### config.mk
export PLATFORM = sky130hd
export DESIGN_NAME = rep_sequencer_flat
export DESIGN_NICKNAME = d
export VERILOG_FILES = /design/src/rtl/rep_sequencer_if.sv /design/src/rtl/rep_sequencer.sv /design/src/flat_wrapper.sv
export SDC_FILE = /design/constraint.sdc
export NUM_CORES = 1
export LEC_CHECK = 0
export BUFFER_PORTS_ARGS = -buffer_cell sky130_fd_sc_hd__buf_2
export CAP_MARGIN = 10
export CORE_MARGIN = 1.5
export CORE_UTILIZATION = 45
export CTS_CLUSTER_DIAMETER = 200
export DETAILED_ROUTE_END_ITERATION = 8
export GPL_ROUTABILITY_DRIVEN = 0
export MAX_ROUTING_LAYER = met4
export PLACE_DENSITY = 0.75
export SYNTH_ARGS = -nofsm -noshare
export SYNTH_HDL_FRONTEND = slang
export SYNTH_SLANG_ARGS = --single-unit
### constraint.sdc
create_clock -name clk -period 3 [get_ports clk]
set_input_delay 0.3 -clock clk [delete_from_list [all_inputs] [get_ports clk]]
set_output_delay 0.3 -clock clk [all_outputs]
set_load 0.01 [all_outputs]
### src/rtl/rep_sequencer_if.sv
// Handshake bundle between decode, the REP sequencer and the downstream
// iteration consumer, plus the interrupt side-band.
interface rep_sequencer_if;
    logic        flush;
    logic        in_valid;
    logic        in_ready;
    logic        in_rep;
    logic [31:0] in_ecx;
    logic [63:0] in_info;
    logic        out_valid;
    logic        out_ready;
    logic [63:0] out_info;
    logic        out_last;
    logic        ecx_wb_valid;
    logic [31:0] ecx_wb_data;
    logic        pending_int;
    logic        int_grant;
    logic        int_done;
    logic        busy;

    // Driver / environment side.
    modport master (
        output flush, in_valid, in_rep, in_ecx, in_info, out_ready, pending_int, int_done,
        input  in_ready, out_valid, out_info, out_last, ecx_wb_valid, ecx_wb_data,
               int_grant, busy
    );

    // Sequencer side.
    modport slave (
        input  flush, in_valid, in_rep, in_ecx, in_info, out_ready, pending_int, int_done,
        output in_ready, out_valid, out_info, out_last, ecx_wb_valid, ecx_wb_data,
               int_grant, busy
    );
endinterface

### src/rtl/rep_sequencer.sv
// REP-prefix sequencer: expands one accepted instruction into ECX iterations,
// writing back the decremented ECX after each one and pausing at iteration
// boundaries for pending interrupts.
module rep_sequencer (
    input  logic           clk,
    input  logic           reset,
    rep_sequencer_if.slave bus
);

    typedef enum logic [1:0] {
        StIdle  = 2'd0,
        StIssue = 2'd1,
        StPause = 2'd2
    } state_e;

    state_e      state_q, state_d;
    logic [31:0] count_q, count_d;
    logic        rep_q, rep_d;
    logic [63:0] info_q, info_d;

    logic in_issue;
    logic accept;
    logic handshake;

    // Outputs decode from registered state; flush and pending_int gate them combinationally.
    assign in_issue         = (state_q == StIssue);
    assign bus.in_ready     = (state_q == StIdle) & ~bus.flush;
    assign bus.out_valid    = in_issue & ~bus.pending_int & ~bus.flush;
    assign bus.out_info     = info_q;
    assign bus.out_last     = in_issue & (count_q == 32'd1);
    assign bus.ecx_wb_valid = handshake & rep_q;
    assign bus.ecx_wb_data  = count_q - 32'd1;
    assign bus.int_grant    = (state_q == StPause);
    assign bus.busy         = (state_q != StIdle);

    assign accept    = bus.in_valid & bus.in_ready;
    assign handshake = bus.out_valid & bus.out_ready;

    // Next-state logic; flush overrides everything, including int_done and handshakes.
    always_comb begin
        state_d = state_q;
        count_d = count_q;
        rep_d   = rep_q;
        info_d  = info_q;
        if (bus.flush) begin
            state_d = StIdle;
            count_d = 32'd0;
            rep_d   = 1'b0;
        end else begin
            unique case (state_q)
                StIdle: begin
                    if (accept) begin
                        if (!bus.in_rep) begin
                            state_d = StIssue;
                            count_d = 32'd1;
                            rep_d   = 1'b0;
                            info_d  = bus.in_info;
                        end else if (bus.in_ecx != 32'd0) begin
                            state_d = StIssue;
                            count_d = bus.in_ecx;
                            rep_d   = 1'b1;
                            info_d  = bus.in_info;
                        end
                        // REP with ECX=0 is consumed with no iterations.
                    end
                end
                StIssue: begin
                    if (handshake) begin
                        count_d = count_q - 32'd1;
                        if (bus.out_last) begin
                            state_d = StIdle;
                        end
                    end else if (bus.pending_int) begin
                        state_d = StPause;
                    end
                end
                StPause: begin
                    if (bus.int_done) begin
                        state_d = StIssue;
                    end
                end
                default: begin
                    state_d = StIdle;
                end
            endcase
        end
    end

    // State registers with asynchronous active-low reset.
    always_ff @(posedge clk or negedge reset) begin
        if (!reset) begin
            state_q <= StIdle;
            count_q <= 32'd0;
            rep_q   <= 1'b0;
            info_q  <= 64'd0;
        end else begin
            state_q <= state_d;
            count_q <= count_d;
            rep_q   <= rep_d;
            info_q  <= info_d;
        end
    end

endmodule

### src/flat_wrapper.sv
// flat-port wrapper written by rule: the top's interface ports become plain ports
module rep_sequencer_flat 
  (clk, reset, bus_flush, bus_in_valid, bus_in_rep, bus_in_ecx, bus_in_info, bus_out_ready, bus_pending_int, bus_int_done, bus_in_ready, bus_out_valid, bus_out_info, bus_out_last, bus_ecx_wb_valid, bus_ecx_wb_data, bus_int_grant, bus_busy);
  rep_sequencer_if bus_i ();
  input  logic clk;
  input  logic reset;
  input wire logic [$bits(bus_i.flush)-1:0] bus_flush;
  input wire logic [$bits(bus_i.in_valid)-1:0] bus_in_valid;
  input wire logic [$bits(bus_i.in_rep)-1:0] bus_in_rep;
  input wire logic [$bits(bus_i.in_ecx)-1:0] bus_in_ecx;
  input wire logic [$bits(bus_i.in_info)-1:0] bus_in_info;
  input wire logic [$bits(bus_i.out_ready)-1:0] bus_out_ready;
  input wire logic [$bits(bus_i.pending_int)-1:0] bus_pending_int;
  input wire logic [$bits(bus_i.int_done)-1:0] bus_int_done;
  output wire logic [$bits(bus_i.in_ready)-1:0] bus_in_ready;
  output wire logic [$bits(bus_i.out_valid)-1:0] bus_out_valid;
  output wire logic [$bits(bus_i.out_info)-1:0] bus_out_info;
  output wire logic [$bits(bus_i.out_last)-1:0] bus_out_last;
  output wire logic [$bits(bus_i.ecx_wb_valid)-1:0] bus_ecx_wb_valid;
  output wire logic [$bits(bus_i.ecx_wb_data)-1:0] bus_ecx_wb_data;
  output wire logic [$bits(bus_i.int_grant)-1:0] bus_int_grant;
  output wire logic [$bits(bus_i.busy)-1:0] bus_busy;
  assign bus_i.flush = bus_flush;
  assign bus_i.in_valid = bus_in_valid;
  assign bus_i.in_rep = bus_in_rep;
  assign bus_i.in_ecx = bus_in_ecx;
  assign bus_i.in_info = bus_in_info;
  assign bus_i.out_ready = bus_out_ready;
  assign bus_i.pending_int = bus_pending_int;
  assign bus_i.int_done = bus_int_done;
  assign bus_in_ready = bus_i.in_ready;
  assign bus_out_valid = bus_i.out_valid;
  assign bus_out_info = bus_i.out_info;
  assign bus_out_last = bus_i.out_last;
  assign bus_ecx_wb_valid = bus_i.ecx_wb_valid;
  assign bus_ecx_wb_data = bus_i.ecx_wb_data;
  assign bus_int_grant = bus_i.int_grant;
  assign bus_busy = bus_i.busy;
  rep_sequencer u_core (.clk(clk), .reset(reset), .bus(bus_i));
endmodule
==> metrics.cfg, run 1 <==
[run_status]
status=completed

[final_layout]
antenna_cells=0
final_util_pct=59.7
fillers=985
area_delta_synth_final_pct=29.1
fin_cells=847
drive_above_1_share_pct=41.2
nNetsFinal=805

[grt]
track_usage_pct=25.5
antenna_found_initial=0
grt_max_degree=85
overflow=0
first_global_vias=4775
grt_pass1_wl_mm=24.6

[worst_setup_path]
r2r_end=u_core.count_q[18]
crit_path_start_kind=register
critPathMaxStageDelay_ps=560
slowest_stage=or4b_4
required_ps=2700
crit_path_end_kind=output pin
cp_cell_sequence=inv_1, ha_1, or4b_4, nor3_4, and3_1, xor2_1, buf_2
crit_type=reg -> out
cp_top_family=simple AND/OR/NAND/NOR gates
r2r_cells=7
r2r_start=u_core.count_q[0]
path_max_fanout=6
worstPathBufferInverterCount=2
worstPathArrival_ps=2620
r2r_slack_ps=570

[placed_design]
dpl.cell_count=827
place.port_buffers=205
hpwl_mm=11.3

[yosys]
synth.area.mux_share_pct=13.6
yosys_warnings=0
synth_top_family_by_area=simple AND/OR/NAND/NOR gates
synth_xor_xnor_area_share_pct=4.46
synth_edf_count=0
synthDistinctLibCells=57
netlist_area_um2=5310
syn-mean-instance-area_um2=10.7
async_flop_share_pct=100
yosys.area_share.simple_pct=15.8
ys_seq_area_share_pct=46.7
synth_fa_ha_area_share_pct=0.472
ys_ff_latch=99
netlist_instances=498
syn-num-nets=604
ys.flop_type=dfrtp_1
synth-compound-area-share_pct=14.2

[cts]
postCtsHoldBufs=0
htreeDepth=3
cts_tree=done
numCtsBuffers=9
clk_pin_slew_ps=70
root_buffer=clkbuf_16
cts_max_path_buffers=2
clk_latency_ps=350
clock_sinks=99

[power_and_ir_drop]
ir_drop_mv=0.431
power.density_nw_per_um2=692
power_leakage_nw=3.35

[sta]
relSlewSlack_pct=27.4
hold_violations=0
period_share_pct=97.4
rsz0062_at_grt=yes
setup_viol=0
hold_ws_ps=112
finalClockSkew_ps=5.53
tightest_slew_ps=1090
drv_slew=0
layout_min_cycle_time_ps=2920
fmax_mhz=342

[die]
io_pins=206
rows=39
die_h_um=112
fp.dieW_um=112
initial_core_util_pct=46.3
core-area_um2=11500
fp.dieArea_um2=12400

[drt]
vias=4908
viasPerCell=5.79
drt_wl_total_mm=15.6
drc=0
wl_per_cell_um=18.4
first_iter_violations=393
dr.pass1.iters=5
ant_nets=0

[hold_path]
worstHoldPathType=in -> async

[run]
cap_violations=0

## synthesized netlist by cell type (all sizes together), types with 6 or more instances
library cell | number | share of area, %
a21oi | 12 | 1.1
a22o | 6 | 0.99
a22oi | 7 | 0.99
a31oi | 8 | 0.94
a32oi | 6 | 0.99
and3 | 12 | 1.4
buf | 16 | 2.1
clkbuf | 19 | 1.4
dfrtp | 99 | 47
inv | 18 | 1.3
mux2 | 64 | 14
nand2 | 20 | 1.4
nand4 | 8 | 0.94
nor2 | 34 | 2.4
nor3 | 21 | 2.8
nor4 | 20 | 3.0
o21ai | 22 | 2.1
o22ai | 7 | 0.83
o31ai | 25 | 3.5
or3 | 6 | 0.90
xnor2 | 14 | 2.3
xor2 | 13 | 2.1
## how the worst max path moves through the flow
stage	from	to	slack [ps]	depth (start not counted)
after floorplan	u_core.count_q[0]	bus_ecx_wb_data[28]	590	7
after global placement	u_core.count_q[0]	bus_ecx_wb_data[28]	390	7
after detailed placement	u_core.count_q[0]	bus_ecx_wb_data[28]	330	7
after CTS	u_core.count_q[0]	bus_ecx_wb_data[28]	10	7
after global routing	u_core.count_q[0]	bus_ecx_wb_data[30]	-30	7
final	u_core.count_q[0]	bus_ecx_wb_data[28]	80	7
## metrics by stage
step	power, mW	cell area, um^2	setup TNS (ps)	setup WS, ps
after floorplan	2.77	5310	0	586
after global placement	3.39	6480	0	392
after detailed placement	3.44	6480	0	331
after CTS	4.74	6820	0	10.1
after global routing	4.99	6850	-35.3	-29.0
final	4.74	6850	0	77.7
## timing repair
item                       4_1_cts  5_1_grt
resized for setup                0        1
setup buffers                    0        4
pin swaps                        2        2
setup endpoints to repair        3       10
## cell usage in the layout (no fill, tap or decap), drive strengths merged, types with 4 or more instances in the layout
cell,Yosys,final
nor4,20,20
xnor2,14,14
mux2,64,64
buf,16,226
a32oi,6,6
nand4,8,8
a211o,5,5
o21ai,22,22
nor3,21,21
a22o,6,6
dfrtp,99,99
and3,12,12
or3,6,6
nand3,5,5
a21oi,12,12
a31oi,8,8
a22oi,7,7
xor2,13,13
clkbuf,19,9
or4,4,4
nor2,34,34
o31ai,25,25
a211oi,5,5
o22ai,7,7
nand2,20,20
inv,18,21
## where the power goes
group	leakage (nW)	switching [mW]	internal, mW	total, mW
Combinational	1.97	0.954	0.726	1.68
Sequential	1.22	0.179	1.59	1.77
Clock	0.160	0.546	0.747	1.29
## registers in the layout, summed over array words and instances, names as in the netlist
| name | count |
|---|---|
| u_core.bus.out_info | 64 |
| u_core.count_q | 32 |
| u_core.state_q | 2 |
| u_core.rep_q | 1 |
## layout make-up
cell class                 count  area (um^2)  area share (%)
tap                          143          179            2.61
inverter                      18         67.6           0.986
clock buffer                   9          225            3.29
multi-input combinational    345         2590            37.9
sequential                    99         2480            36.2
timing repair buffer         226         1200            17.5
clock inverter                 7          108            1.57
## kinds of logic after synthesis
kind of cell | after synthesis
buf+inv | 54
xor+xnor | 27
mux | 64
simple gates | 142
compound gates | 110
fa+ha+maj | 2
flops | 99
## routing by layer
metal  share of wire, %  up-vias  global-route usage (%)  routed length, um
li1                   -     2259                       -                  -
met5                  0        -                       -                  0
met4                3.2        0                    10.3                494
met2                 48      297                    41.2               7430
met1                 40     2306                    31.8               6210
met3                9.2       46                    4.84               1430
No activity file was read; power rests on OpenSTA's default activity.
==> run 2, diff against run 1 <==
Settings changed: CTS_BUF_LIST from default to sky130_fd_sc_hd__clkbuf_2.
==> run 2 against run 1 <==
The run now ends with setup timing left. Clock skew up 23 ps. Die area unchanged. Global-route usage up 4.6 points. Critical path depth down 2. Flip-flop and latch count unchanged. Via count up 12%. Combinational power up 20%. Sequential power about the same. Cell count up 14%. Non-clock buffer count up 118. Largest cell class unchanged.
==> metrics.cfg, run 2 (synthesized netlist as in run 1, its figures left out) <==
[worst_setup_path]
crit_path_end_kind=output pin  ; unchanged
required_ps=2700  ; about the same
critPathMaxStageDelay_ps=590  ; was 560 ps
crit_path_start_kind=register  ; unchanged
slowest_stage=or4_4  ; was or4b_4
path_max_fanout=6  ; unchanged
worstPathArrival_ps=2760  ; was 2620 ps
cp_cell_sequence=or3_4, or4_4, nor4_4, xor2_1, buf_2  ; was inv_1, ha_1, or4b_4, nor3_4, and3_1, xor2_1, buf_2
crit_type=reg -> out  ; unchanged

[final_layout]
postLayoutCellArea_um2=7920  ; was 6850 um^2
mostFrequentLayoutCell=buf_2  ; unchanged
area_delta_synth_final_pct=49.3  ; was 29.1%
largest_register_ffs=64  ; unchanged
drive_above_1_share_pct=40.6  ; was 41.2%
final_cell_mix=204 x buf_2, 96 x dfrtp_1, 93 x dlygate4sd3_1, 44 x buf_4, 35 x mux2_1  ; was 204 x buf_2, 99 x dfrtp_1, 35 x mux2_1, 34 x nor2_1, 29 x mux2_2
nNetsFinal=923  ; was 805

[drt]
viasPerCell=5.71  ; was 5.79
dr.pass1.iters=5  ; unchanged
first_iter_violations=539  ; was 393
drc=0  ; unchanged
drt_wl_total_mm=18.6  ; was 15.6 mm
ant_nets=0  ; unchanged
vias=5519  ; was 4,908
wl_per_cell_um=19.2  ; was 18.4 um

[run_status]
violations=setup timing
status=finished, violations left  ; was completed

[grt]
track_usage_pct=30.2  ; was 25.5%
antenna_found_initial=1  ; was 0
grt_pass1_wl_mm=28.9  ; was 24.6 mm
grt_max_degree=85  ; unchanged
first_global_vias=5544  ; was 4,775
overflow=0  ; unchanged

[die]
fp.dieArea_um2=12400  ; unchanged
io_pins=206  ; unchanged
rows=39  ; unchanged
core-area_um2=11500  ; unchanged
initial_core_util_pct=46.3  ; unchanged
die_h_um=112  ; unchanged
fp.dieW_um=112  ; unchanged

[sta]
tightest_slew_ps=1120  ; was 1090 ps
hold_violations=0  ; unchanged
drv_slew=0  ; unchanged
relSlewSlack_pct=25.2  ; was 27.4%
period_share_pct=102  ; was 97.4%
setup_viol=3  ; was 0
finalClockSkew_ps=28.2  ; was 5.53 ps
layout_min_cycle_time_ps=3060  ; was 2920 ps
fmax_mhz=326  ; was 342 MHz
hold_ws_ps=44.5  ; was 112 ps
rsz0062_at_grt=yes  ; unchanged
worst_slack_ps=-63.3  ; was 77.7 ps

[placed_design]
place.port_buffers=205  ; unchanged
place_ws_ps=331  ; unchanged
place_area_um2=6480  ; unchanged
hpwl_mm=11.3  ; unchanged

[cts]
cts_tree=done  ; unchanged
root_buffer=clkbuf_2  ; was clkbuf_16
clk_latency_ps=630  ; was 350 ps
numCtsBuffers=9  ; unchanged
clk_pin_slew_ps=290  ; was 70 ps
htreeDepth=3  ; unchanged
cts_max_path_buffers=2  ; unchanged
clock_sinks=99  ; unchanged

[hold_path]
worstHoldPathType=in -> reg  ; was in -> async

[power_and_ir_drop]
power.total_mw=4.60  ; was 4.74 mW
power_leakage_nw=3.83  ; was 3.35 nW
power.density_nw_per_um2=581  ; was 692 nW/um^2
ir_drop_mv=0.383  ; was 0.431 mV

[run]
cap_violations=0  ; unchanged

run 2: cell count changes in the layout (fill, tap and decap cells not counted), sizes merged:
| cell | before | now |
|---|---|---|
| buf | 226 | 251 |
| diode | 0 | 1 |
| dlygate4sd3 | 0 | 93 |
run 2: timing repair:
item | in CTS | in global routing
pin swaps | 10 | 5
hold buffers | 93 | 0
buffers inserted | 20 | 9
resized for setup | 16 | 12
endpoints found under the setup margin | 19 | 19
hold endpoints to repair | 171 | 0
run 2: power breakdown:
group          total, mW  internal [mW]  switching [mW]  leakage (nW)
Sequential          1.79           1.59           0.198          1.22
Combinational       2.01          0.938            1.08          2.53
Clock              0.803          0.293           0.510        0.0866
Total               4.60           2.82            1.78          3.83
run 2: path summary, 6_finish.rpt:
check	cells after the start	end	slack, ps	startpoint
worst min-delay path	4	u_core.count_q[19]	40	bus_in_ecx[19]
worst min register to register	1	u_core.bus.out_info[25]	530	u_core.bus.out_info[25]
max in group asynchronous	3	u_core.bus.out_info[23]	1830	reset
min in group asynchronous	2	u_core.count_q[24]	300	reset
worst max register to register	6	u_core.state_q[0]	330	u_core.count_q[14]
worst max-delay path	5	bus_ecx_wb_data[29]	-60	u_core.count_q[14]
run 2: per-stage QoR:
step	util (%)	TNS (ps)	cells
after floorplan	-	0	498
after global placement	56.5	0	827
after detailed placement	56.5	0	827
after CTS	67.9	-24.8	956
after global routing	69.1	-934	966
final	69.1	-131	966
run 2: final cells by class:
class	instances	area, um^2
well taps	143	179
inverters	18	67.6
clock buffers	9	45.0
flip-flops and latches	99	2480
diodes	1	2.50
multi-input cells	345	2710
clock inverters	7	108
fillers	834	3550
repair buffers	344	2330
run 2: metal layers:
layer	vias up	track usage [%]	share of wire [%]
met5	-	-	0
met4	0	12.7	3.4
met1	2633	35.4	38
met3	61	5.44	8.2
met2	347	51.1	51
li1	2478	-	-
run 2: critical path, delay by kind of cell (launching register included):
kind / cells / cell delay [ps]
DFF: 1 / 450
buffers and inverters: 1 / 200
and+or+nand+nor: 3 / 1210
xor gates and xnor gates: 1 / 280
==> run 3, diff against run 2 <==
Settings changed: REMOVE_ABC_BUFFERS from default to 1.
==> run 3 against run 2 <==
The flow still finishes with violations (setup timing). Clock skew is 4.3 ps higher. Register-to-register slack better by 340 ps. Total power is 1.2% lower. Setup slack better by 40 ps. Maximum frequency is 1.3% higher. Largest cell class unchanged.
==> metrics.cfg, run 3 (synthesized netlist as in run 1, its figures left out) <==
[drt]
dr.pass1.iters=5  ; unchanged
wl_per_cell_um=19.4  ; was 19.2 um
viasPerCell=5.74  ; was 5.71
vias=5502  ; was 5,519
ant_nets=0  ; unchanged
first_iter_violations=464  ; was 539
drt_wl_total_mm=18.6  ; about the same
drc=0  ; unchanged

[sta]
worst_slack_ps=-23.7  ; was -63.3 ps
fmax_mhz=331  ; was 326 MHz
layout_min_cycle_time_ps=3020  ; was 3060 ps
setup_viol=4  ; was 3
hold_violations=0  ; unchanged
relSlewSlack_pct=43.1  ; was 25.2%
finalClockSkew_ps=32.5  ; was 28.2 ps
drv_slew=0  ; unchanged
final.setup.tns_ps=-69.7  ; was -131 ps
period_share_pct=101  ; was 102%
rsz0062_at_grt=yes  ; unchanged
tightest_slew_ps=854  ; was 1120 ps

[grt]
grt_pass1_wl_mm=29.0  ; was 28.9 mm
first_global_vias=5396  ; was 5,544
track_usage_pct=30.3  ; was 30.2%
antenna_found_initial=0  ; was 1
grt_max_degree=66  ; was 85
overflow=0  ; unchanged

[power_and_ir_drop]
power.total_mw=4.55  ; was 4.60 mW
power.density_nw_per_um2=579  ; was 581 nW/um^2
ir_drop_mv=0.328  ; was 0.383 mV
power_leakage_nw=3.79  ; was 3.83 nW
p_clk_share_pct=16.7  ; was 17.5%
p_switching_mw=1.76  ; was 1.78 mW
p_int_mw=2.78  ; was 2.82 mW
p_seq_share_pct=39.0  ; was 38.8%
power_frac_comb_pct=44.2  ; was 43.7%
switching_share_pct=38.8  ; about the same

[worst_setup_path]
worstPathArrival_ps=2720  ; was 2760 ps
path_max_fanout=6  ; unchanged
required_ps=2700  ; about the same
timing.critical_path.from=u_core.count_q[0]  ; was u_core.count_q[14]
r2r_start=u_core.count_q[13]  ; was u_core.count_q[14]
crit_path_start_kind=register  ; unchanged
crit_type=reg -> out  ; unchanged
r2r_slack_ps=670  ; was 330 ps
crit_path_end_kind=output pin  ; unchanged

[final_layout]
drive_above_1_share_pct=41.0  ; was 40.6%
nNetsFinal=917  ; was 923
area_delta_synth_final_pct=47.9  ; was 49.3%
antenna_cells=0  ; was 1
fillers=833  ; was 834
mostFrequentLayoutCell=buf_2  ; unchanged
largest_register_ffs=64  ; unchanged
final_cell_mix=205 x buf_2, 95 x dfrtp_1, 87 x dlygate4sd3_1, 41 x buf_4, 35 x mux2_1  ; was 204 x buf_2, 96 x dfrtp_1, 93 x dlygate4sd3_1, 44 x buf_4, 35 x mux2_1

[run_status]
violations=setup timing  ; unchanged
status=finished, violations left  ; unchanged

[cts]
root_buffer=clkbuf_2  ; unchanged
clk_latency_ps=620  ; was 630 ps
cts_max_path_buffers=2  ; unchanged
clk_pin_slew_ps=280  ; was 290 ps
clock_sinks=99  ; unchanged
htreeDepth=3  ; unchanged
cts_tree=done  ; unchanged
numCtsBuffers=9  ; unchanged

[die]
rows=39  ; unchanged
fp.dieW_um=112  ; unchanged
die_h_um=112  ; unchanged
fp.dieArea_um2=12400  ; unchanged
io_pins=206  ; unchanged
core-area_um2=11500  ; unchanged
initial_core_util_pct=46.3  ; unchanged

[hold_path]
worstHoldPathType=in -> reg  ; unchanged
worstHoldStart=bus_flush  ; was bus_in_ecx[19]

[placed_design]
hpwl_mm=11.1  ; was 11.3 mm
place_ws_ps=390  ; was 331 ps
place.port_buffers=205  ; unchanged

[run]
cap_violations=0  ; unchanged

-- run 3: worst paths after layout --
| kind | cells past startpoint | endpoint |
|---|---|---|
| worst max-delay path | 8 | bus_ecx_wb_data[18] |
| worst min-delay path | 2 | u_core.state_q[1] |
| worst max register to register | 7 | u_core.count_q[31] |
| worst min register to register | 1 | u_core.bus.out_info[3] |
| max in group asynchronous | 3 | u_core.bus.out_info[33] |
| min in group asynchronous | 2 | u_core.count_q[30] |
-- run 3: area by class of cell --
| class | instances | area (um^2) | area share (%) |
|---|---|---|---|
| well taps | 143 | 179 | 2.28 |
| repair buffers | 338 | 2280 | 29.0 |
| inverters | 18 | 67.6 | 0.861 |
| clock inverters | 6 | 90.1 | 1.15 |
| clock buffers | 9 | 45.0 | 0.574 |
| multi-input cells | 345 | 2710 | 34.5 |
| flip-flops and latches | 99 | 2480 | 31.6 |
-- run 3: timing repair --
item                                    4_1_cts  5_1_grt
gates resized for setup                      16       17
pin swaps                                    13        9
endpoints found under the setup margin       17       19
hold endpoints to repair                    147        0
hold buffers                                 87        0
setup buffers                                19       11
gates cloned                                  1        0
-- run 3: power by group through the flow --
stage / sequential [mW] / combinational, mW / clock, mW
2_1_floorplan: 1.87 / 0.853 / 0
3_3_place_gp: 1.76 / 1.63 / 0
3_5_place_dp: 1.78 / 1.65 / 0
4_1_cts: 1.75 / 1.88 / 0.766
5_1_grt: 1.80 / 2.15 / 0.815
6_report: 1.77 / 2.01 / 0.761
-- run 3: per-stage QoR --
stage               hold WS, ps  utilization [%]  cell area, um^2  instances
floorplan                  4.41                -             5110        462
global placement            454             56.6             6490        826
detailed placement          462             56.6             6490        826
CTS                        2.88             67.2             7710        948
global route               24.6             68.4             7850        958
finish                     35.7             68.4             7850        958
-- run 3: metal layers --
metal | track usage, % | vias to the layer above | wire (um)
li1 | - | 2468 | -
met1 | 37.8 | 2661 | 7410
met2 | 50.5 | 325 | 9180
met3 | 4.52 | 48 | 1510
met4 | 10.8 | 0 | 447
met5 | - | - | 0
-- run 3: critical path, cell delays in order, from the launching register on --
cell and delay [ps]:
dfrtp_1 460, inv_2 80, ha_4 130, or4b_4 530
nor3_4 310, buf_6 150, nand3b_4 90, xnor2_2 170
buf_2 150
